--- config.mk ---
export PLATFORM = sky130hd
export DESIGN_NAME = tt_capture_7in
export DESIGN_NICKNAME = d
export VERILOG_FILES = /design/src/rtl/tt_capture_7in.sv
export SDC_FILE = /design/constraint.sdc
export NUM_CORES = 1
export LEC_CHECK = 0
export CAP_MARGIN = 15
export CORE_MARGIN = 8
export CORE_UTILIZATION = 45
export DETAILED_ROUTE_END_ITERATION = 12
export DONT_BUFFER_PORTS = 1
export PLACE_DENSITY = 0.63
export SKIP_LAST_GASP = 1
export SLEW_MARGIN = 10
export SYNTH_ARGS = -nofsm -noshare
export SYNTH_HDL_FRONTEND = slang
export SYNTH_SLANG_ARGS = --single-unit
--- constraint.sdc ---
create_clock -name clk -period 2.5 [get_ports clk]
set_input_delay 0.25 -clock clk [delete_from_list [all_inputs] [get_ports clk]]
set_output_delay 0.25 -clock clk [all_outputs]
set_load 0.005 [all_outputs]
--- src/rtl/tt_capture_7in.sv ---
// Truth-table capture engine: walks x_out through every minterm, samples f_in after a
// settle delay, then streams the captured table MSB-nibble-first over valid/ready.
module tt_capture_7in #(
  parameter int NIN    = 7,
  parameter int SETTLE = 2
) (
  input  logic                   clk,
  input  logic                   rst_n,
  input  logic                   start,
  input  logic                   abort,
  output logic [NIN-1:0]         x_out,
  input  logic                   f_in,
  output logic                   busy,
  output logic                   done,
  output logic [(1<<NIN)-1:0]    tt,
  output logic                   hex_valid,
  input  logic                   hex_ready,
  output logic [3:0]             hex_data
);

  localparam int TTW  = 1 << NIN;
  localparam int NNIB = TTW / 4;
  localparam int NW   = (NNIB > 1) ? $clog2(NNIB) : 1;

  localparam logic [NIN-1:0] IDX_LAST = {NIN{1'b1}};
  localparam logic [NW-1:0]  NIB_LAST = NW'(NNIB - 1);
  localparam logic [7:0]     CNT_INIT = 8'(SETTLE);

  typedef enum logic [1:0] {
    S_IDLE,
    S_WAIT,
    S_STREAM
  } state_t;

  state_t           r_state;
  logic [NIN-1:0]   r_idx;
  logic [7:0]       r_cnt;
  logic [TTW-1:0]   r_tt;
  logic [NW-1:0]    r_nib;
  logic             r_done;
  logic             r_hex_valid;
  logic [3:0]       r_hex_data;

  logic [NW-1:0]    w_nib_dec;
  logic [NW+1:0]    w_nib_base;

  assign w_nib_dec  = r_nib - NW'(1);
  assign w_nib_base = {w_nib_dec, 2'b00};

  // NOTE: every state register, including the whole tt vector, is cleared by the
  // async reset; tt is a visible output whose reset value is defined as zero.
  always_ff @(posedge clk or negedge rst_n) begin
    if (!rst_n) begin
      r_state     <= S_IDLE;
      r_idx       <= '0;
      r_cnt       <= '0;
      r_tt        <= '0;
      r_nib       <= '0;
      r_done      <= 1'b0;
      r_hex_valid <= 1'b0;
      r_hex_data  <= '0;
    end else begin
      r_done <= 1'b0;
      if (abort) begin
        r_state     <= S_IDLE;
        r_hex_valid <= 1'b0;
      end else begin
        case (r_state)
          S_IDLE: begin
            if (start) begin
              r_idx   <= '0;
              r_cnt   <= CNT_INIT;
              r_tt    <= '0;
              r_state <= S_WAIT;
            end
          end

          S_WAIT: begin
            if (r_cnt != 8'd0) begin
              r_cnt <= r_cnt - 8'd1;
            end else begin
              r_tt[r_idx] <= f_in;
              if (r_idx == IDX_LAST) begin
                // The top nibble includes the bit being written at this same edge.
                r_state     <= S_STREAM;
                r_nib       <= NIB_LAST;
                r_hex_valid <= 1'b1;
                r_hex_data  <= {f_in, r_tt[TTW-2 -: 3]};
              end else begin
                r_idx <= r_idx + NIN'(1);
                r_cnt <= CNT_INIT;
              end
            end
          end

          S_STREAM: begin
            if (hex_ready) begin
              if (r_nib == '0) begin
                r_hex_valid <= 1'b0;
                r_done      <= 1'b1;
                r_state     <= S_IDLE;
              end else begin
                r_nib      <= w_nib_dec;
                r_hex_data <= r_tt[w_nib_base +: 4];
              end
            end
          end

          default: r_state <= S_IDLE;
        endcase
      end
    end
  end

  assign x_out     = r_idx;
  assign busy      = (r_state == S_WAIT) || (r_state == S_STREAM);
  assign done      = r_done;
  assign tt        = r_tt;
  assign hex_valid = r_hex_valid;
  assign hex_data  = r_hex_data;

endmodule

# ---- Word-level counts from Yosys, hierarchy flattened
# Cells that the tools add are included.
dict set report word_totals {
  out_inout_bits 142
  ff_bits 156
  inputBits 6
  word_cells 85
}
dict set report op_classes {
  eq_ne 15
  order_cmp 2
  n_reduce_logical 14
  n_bitwise 1
  addsub 3
  n_mux 41
  n_shift 1
}
# operator n
set ops {}
lappend ops {{$mux 128} 2}
lappend ops {{$pmux 128 s2} 1}
lappend ops {{$bwmux 128} 1}
lappend ops {{$shiftx 128x8->4} 1}
lappend ops {{$mux 8} 3}
lappend ops {{$mux 7} 3}
lappend ops {{$mux 5} 4}
lappend ops {{$ne 3x3->1 const B} 6}
lappend ops {{$mux 4} 4}
lappend ops {{$pmux 8 s2} 1}
lappend ops {{$reduce_and 5->1} 3}
lappend ops {{$pmux 7 s2} 1}
lappend ops {{$mux 2} 6}
lappend ops {{$ne 2x2->1 const B} 6}
lappend ops {{$mux 1} 10}
lappend ops {{$pmux 5 s2} 1}
lappend ops {{$lt 7x8->1 const B} 1}
lappend ops {{$pmux 4 s2} 1}
lappend ops {{$reduce_and 4->1} 2}
lappend ops {{$reduce_bool 8->1} 1}
lappend ops {{$sub 8x1->8 const B} 1}
lappend ops {{$add 7x1->7 const B} 1}
lappend ops {{$demux 1 s7} 1}
lappend ops {{$eq 7x7->1 const B} 1}
lappend ops {{other kinds (14)} 15}

# ---- Depth between registers and ports, before layout
dict set report logic_depth {
  word_depth 7
  mapped_depth 11
  depth_no_buf 7
}

# ---- Worst setup path after synthesis
# Ideal clock, no wire load.
dict set report synth_timing {
  path_type {reg2reg}
  start {reg r_nib[0]}
  end {reg r_hex_data[0] (netlist: hex_data[0])}
  period_less_slack_ns 2.636
  t_required_ns 2.356
  path_stages_with_launch 12
  path_slack_ns -0.136
  path_buffers 4
  setup_time_ns 0.144
  t_arrival_ns 2.492
  path_cell_list {dfrtp_1 clkbuf_1 buf_2 inv_1 ha_1 buf_2 buf_1 mux4_2 nand2_1 nand2_1 a221oi_1 a41oi_1}
}
dict set report synth_via {
  elab_chain_len 5
  elab_cells_between_ends 8
  classes_between {add/sub (1); eq/ne (1); shift (1); mux (3); reduce/logical (2)}
}
# element line_no
set synth_lines {}
lappend synth_lines {{from (decl)} 39} ;# logic [NW-1:0] r_nib;
lappend synth_lines {{from (signal assigned)} 103} ;# r_nib <= w_nib_dec;
lappend synth_lines {{$sub 5x1->5} 47} ;# assign w_nib_dec = r_nib - NW'(1);
lappend synth_lines {{$shiftx 128x8->4} 104} ;# r_hex_data <= r_tt[w_nib_base +: 4];
lappend synth_lines {{$mux 4} 98} ;# if (r_nib == '0) begin
lappend synth_lines {{$mux 4} 97} ;# if (hex_ready) begin
lappend synth_lines {{$pmux 4 s2} 68} ;# case (r_state)
lappend synth_lines {{to (signal assigned)} 88} ;# r_hex_data <= {f_in, r_tt[TTW-2 -: 3]};
lappend synth_lines {{to (signal assigned)} 104}
lappend synth_lines {{to (decl)} 42} ;# logic [3:0] r_hex_data;
# Parallel ways exist; a longest one is shown, timed or not. The select of a mux whose other input is x is not followed.
# A chain may end at the register's enable or synchronous reset.

# ---- Worst setup path after layout
dict set report layout_timing {
  start {reg r_nib[0]}
  end {reg r_hex_data[1] (netlist: hex_data[1])}
}
# Same word-level chain as after synthesis.

==> flow_results.xml <==
<?xml version="1.0" encoding="UTF-8"?>
<metrics>
  <group name="outcome">
    <metric name="outcome" unit="">complete, but fails checks</metric>
    <metric name="failed_checks" unit="">negative hold slack</metric>
  </group>
  <group name="die">
    <metric name="fp.dieArea" unit="sq mm">0.0233</metric>
    <metric name="die_height" unit="um">153</metric>
    <metric name="floorplan.initialDensity" unit="">0.455</metric>
    <metric name="std_cell_rows" unit="">50</metric>
    <metric name="fp.coreArea" unit="sq mm">0.0185</metric>
    <metric name="die_w" unit="um">153</metric>
    <metric name="num_io_pins" unit="">148</metric>
  </group>
  <group name="timing">
    <metric name="unrepaired_setup_endpoints_after_global_routing" unit="">no</metric>
    <metric name="hold_slack_final" unit="ps">-481</metric>
    <metric name="setup_violating_endpoint_count_in_the_final_report" unit="">0</metric>
    <metric name="max_clock_freq" unit="MHz">426</metric>
    <metric name="timing.final.max_slew_violations" unit="">0</metric>
    <metric name="clock_skew" unit="ps">10.7</metric>
    <metric name="hold_viol_final" unit="">156</metric>
    <metric name="relSlewSlack" unit="">0.462</metric>
    <metric name="period_minus_slack" unit="ps">2350</metric>
    <metric name="fin_crit_sh" unit="">0.938</metric>
    <metric name="pin_slew_with_the_least_headroom_to_its_limit" unit="ps">803</metric>
    <metric name="setup_total_negative_slack" unit="ps">0</metric>
  </group>
  <group name="placement">
    <metric name="place.detailed.instances" unit="">1184</metric>
    <metric name="detailedPlacementHpwl" unit="mm">21.9</metric>
    <metric name="finalWeightedCongestion" unit="">0.960</metric>
    <metric name="port-buffer-count" unit="">0</metric>
  </group>
  <group name="clocking">
    <metric name="cts_buf_count" unit="">17</metric>
    <metric name="post-cts-setup-buffer-count" unit="">0</metric>
    <metric name="cts.reportedPaths.clkPinSlew" unit="ps">60</metric>
    <metric name="clock_sink_count" unit="">156</metric>
    <metric name="cts_tree" unit="">yes</metric>
    <metric name="cts-root-buf" unit="">sky130_fd_sc_hd__clkbuf_16</metric>
    <metric name="hold_buffers" unit="">1</metric>
    <metric name="clock_tree.htree_level_count" unit="">4</metric>
    <metric name="worstSkewPairLatency" unit="ps">440</metric>
    <metric name="cts_max_path_buffers" unit="">2</metric>
  </group>
  <group name="synthesis">
    <metric name="synth_area" unit="sq mm">0.00842</metric>
    <metric name="syn-instance-count" unit="">947</metric>
    <metric name="netlist.top_cell.by_area" unit="">sky130_fd_sc_hd__dfrtp_1</metric>
    <metric name="post-synth-top-area-fraction" unit="">0.464</metric>
    <metric name="ys_top_cells_by_area" unit="">sky130_fd_sc_hd__dfrtp_1, sky130_fd_sc_hd__o21ai_0, sky130_fd_sc_hd__a21oi_1</metric>
    <metric name="number_of_enable_flip_flop_cells_after_synthesis" unit="">0</metric>
    <metric name="synthesis.yosys.warnings" unit="">0</metric>
    <metric name="syn-mean-instance-area" unit="sq um">8.89</metric>
    <metric name="post_synthesis_net_count" unit="">960</metric>
    <metric name="synthArstFlopShare" unit="">1.00</metric>
    <metric name="synthDistinctLibCells" unit="">52</metric>
    <metric name="proportion_of_synthesized_chip_area_in_sequential_cells" unit="">0.464</metric>
    <metric name="synthFlopType" unit="">sky130_fd_sc_hd__dfrtp_1</metric>
    <metric name="synth_seq_cells" unit="">156</metric>
  </group>
  <group name="cells_and_area">
    <metric name="fill_cells" unit="">1678</metric>
    <metric name="num-nets-final" unit="">983</metric>
    <metric name="commonest_cells_after_routing_fill_and_taps_aside" unit="">sky130_fd_sc_hd__o21ai_0, sky130_fd_sc_hd__dfrtp_1, sky130_fd_sc_hd__a21oi_1, sky130_fd_sc_hd__nand2_1, sky130_fd_sc_hd__buf_4</metric>
    <metric name="most_common_cell_after_layout_fill_and_taps_aside" unit="">sky130_fd_sc_hd__o21ai_0</metric>
    <metric name="utilization" unit="">0.524</metric>
    <metric name="final_antenna_diode_count" unit="">0</metric>
    <metric name="drive_above_1_share" unit="">0.148</metric>
    <metric name="layout.cells.non_filler" unit="">1217</metric>
    <metric name="syn2layout_area_growth" unit="%">15.3</metric>
  </group>
  <group name="power_and_ir_drop">
    <metric name="cellLeakagePower" unit="uW">0.00417</metric>
    <metric name="ir_worst_vdd" unit="mV">0.548</metric>
    <metric name="power_per_cell_area" unit="mW/mm^2">888</metric>
  </group>
  <group name="worst_setup_path">
    <metric name="crit_path_start_kind" unit="">flop</metric>
    <metric name="end_kind" unit="">flop</metric>
    <metric name="worst_r2r_endpoint" unit="">hex_data[1]</metric>
    <metric name="timing.critical_path.slowest_cell_delay" unit="ps">370</metric>
    <metric name="crit-reg2reg-launch" unit="">r_nib[0]</metric>
    <metric name="cp.arrival" unit="ps">2650</metric>
    <metric name="top_fanout_value_on_the_critical_path" unit="">14</metric>
    <metric name="cpMaxStageDelayCell" unit="">sky130_fd_sc_hd__dfrtp_1</metric>
    <metric name="criticalPathCategory" unit="">flop to flop</metric>
    <metric name="critical_path.cell_chain" unit="">inv_1 -&gt; ha_1 -&gt; xor2_4 -&gt; buf_4 -&gt; mux2i_1 -&gt; a22oi_1 -&gt; a32oi_1 -&gt; a41oi_1</metric>
    <metric name="timing.reg2reg.worst_path_depth" unit="">8</metric>
    <metric name="r2r_setup_slack" unit="ps">150</metric>
    <metric name="timing.critical_path.required" unit="ps">2800</metric>
  </group>
  <group name="global_route">
    <metric name="grt_max_degree" unit="">157</metric>
    <metric name="grt_pass1_wl" unit="mm">49.0</metric>
    <metric name="globalRouteOverflowTotal" unit="">0</metric>
    <metric name="via_count_of_the_first_global_routing_pass" unit="">7592</metric>
    <metric name="antenna_found_initial" unit="">1</metric>
    <metric name="grt_usage" unit="">0.271</metric>
  </group>
  <group name="drt">
    <metric name="drt_pre_antenna_iters" unit="">5</metric>
    <metric name="drt-initial-drc-count" unit="">1004</metric>
    <metric name="via_count" unit="">8120</metric>
    <metric name="routedWlPerCell" unit="um">26.6</metric>
    <metric name="totalWireLength" unit="mm">32.3</metric>
    <metric name="drtAntennaViolNets" unit="">0</metric>
    <metric name="drc_errors" unit="">0</metric>
    <metric name="vias_per_cell" unit="">6.67</metric>
  </group>
  <group name="job">
    <metric name="timing.max_cap.violations" unit="">0</metric>
  </group>
  <group name="min_path">
    <metric name="holdCritPathClass" unit="">primary input to async pin</metric>
  </group>
</metrics>
-- registers in the layout, summed over array words and instances, names as in the netlist --
register	cells
r_state	2
r_nib	5
tt	128
hex_data	4
hex_valid	1
r_cnt	8
done	1
x_out	7
-- layer usage --
metal  GRT usage  wire, um
met5           0        10
met4       0.113      1080
met3      0.0831      3580
met2       0.419     15000
met1       0.349     12700
-- cells in the mapped netlist, types with 4 or more instances --
master / number
sky130_fd_sc_hd__o21ai_0: 253
sky130_fd_sc_hd__dfrtp_1: 156
sky130_fd_sc_hd__a21oi_1: 123
sky130_fd_sc_hd__nand2_1: 80
sky130_fd_sc_hd__clkbuf_1: 60
sky130_fd_sc_hd__nor2_1: 34
sky130_fd_sc_hd__nand3_1: 23
sky130_fd_sc_hd__mux2i_1: 20
sky130_fd_sc_hd__mux4_2: 16
sky130_fd_sc_hd__o21a_1: 16
sky130_fd_sc_hd__nor3_1: 15
sky130_fd_sc_hd__buf_2: 12
sky130_fd_sc_hd__inv_1: 11
sky130_fd_sc_hd__nand4_1: 11
sky130_fd_sc_hd__o21ai_1: 11
sky130_fd_sc_hd__xor2_1: 9
sky130_fd_sc_hd__a32oi_1: 8
sky130_fd_sc_hd__and2_1: 7
sky130_fd_sc_hd__ha_1: 7
sky130_fd_sc_hd__nand2b_1: 6
sky130_fd_sc_hd__nor2b_1: 6
sky130_fd_sc_hd__a41oi_1: 5
sky130_fd_sc_hd__nor3b_1: 4
sky130_fd_sc_hd__xnor2_1: 4
-- stage by stage --
| step | hold WS (ps) | power (uW) | cell area, sq um | setup WS (ps) |
|---|---|---|---|---|
| 4_1_cts | -495 | 8580 | 9700 | 49.9 |
| 2_1_floorplan | -45.6 | 4900 | 8420 | 15.1 |
| 3_3_place_gp | -36.1 | 5800 | 9070 | 140 |
| 5_1_grt | -499 | 8990 | 9710 | 6.45 |
| 6_report | -481 | 8620 | 9710 | 155 |
| 3_5_place_dp | -36.6 | 5830 | 9070 | 81.1 |
-- cell families after synthesis --
kind of cell / Yosys count / synth area share
compound gates: 442 / 0.287
fa+ha+maj: 7 / 0.0104
mux: 37 / 0.0684
flops: 156 / 0.464
buf+inv: 92 / 0.0450
simple gates: 200 / 0.112
xor+xnor: 13 / 0.0135
-- where the power goes --
part | switching [uW] | internal [uW]
Combinational | 1970 | 1080
Clock | 1120 | 1630
Sequential | 164 | 2660
Total | 3250 | 5370
-- what timing repair did --
action | 4_1_cts | 5_1_grt
resized for setup | 0 | 3
setup endpoints to repair | 0 | 116
hold endpoints to repair | 160 | 156
-- final cells by class --
class	count	area, sq um	share of cell area
Clock inverter	12	163	0.0168
Timing Repair Buffer	82	643	0.0662
Inverter	14	53.8	0.00554
Sequential cell	156	3900	0.402
Multi-Input combinational cell	699	4200	0.432
Clock buffer	20	457	0.0470
Tap cell	234	293	0.0302
-- worst max-delay path: cells and delay by family (launching register included) --
kind            cells  cell delay (ps)
mux                 1              280
flops               1              370
buf+inv             2              390
fa+ha+maj           1              330
xor+xnor            1              340
compound gates      3              490
-- worst max path at each step --
stage,cells after the start,slack (ps),to,from
after floorplan,11,20,hex_data[0],r_nib[0]
after global placement,7,140,tt[105],r_cnt[2]
after detailed placement,7,80,tt[120],r_cnt[2]
after CTS,7,50,tt[115],r_cnt[2]
after global routing,6,6,hex_data[3],r_nib[0]
final,8,150,hex_data[1],r_nib[0]
(Power assumes the default switching activity.)
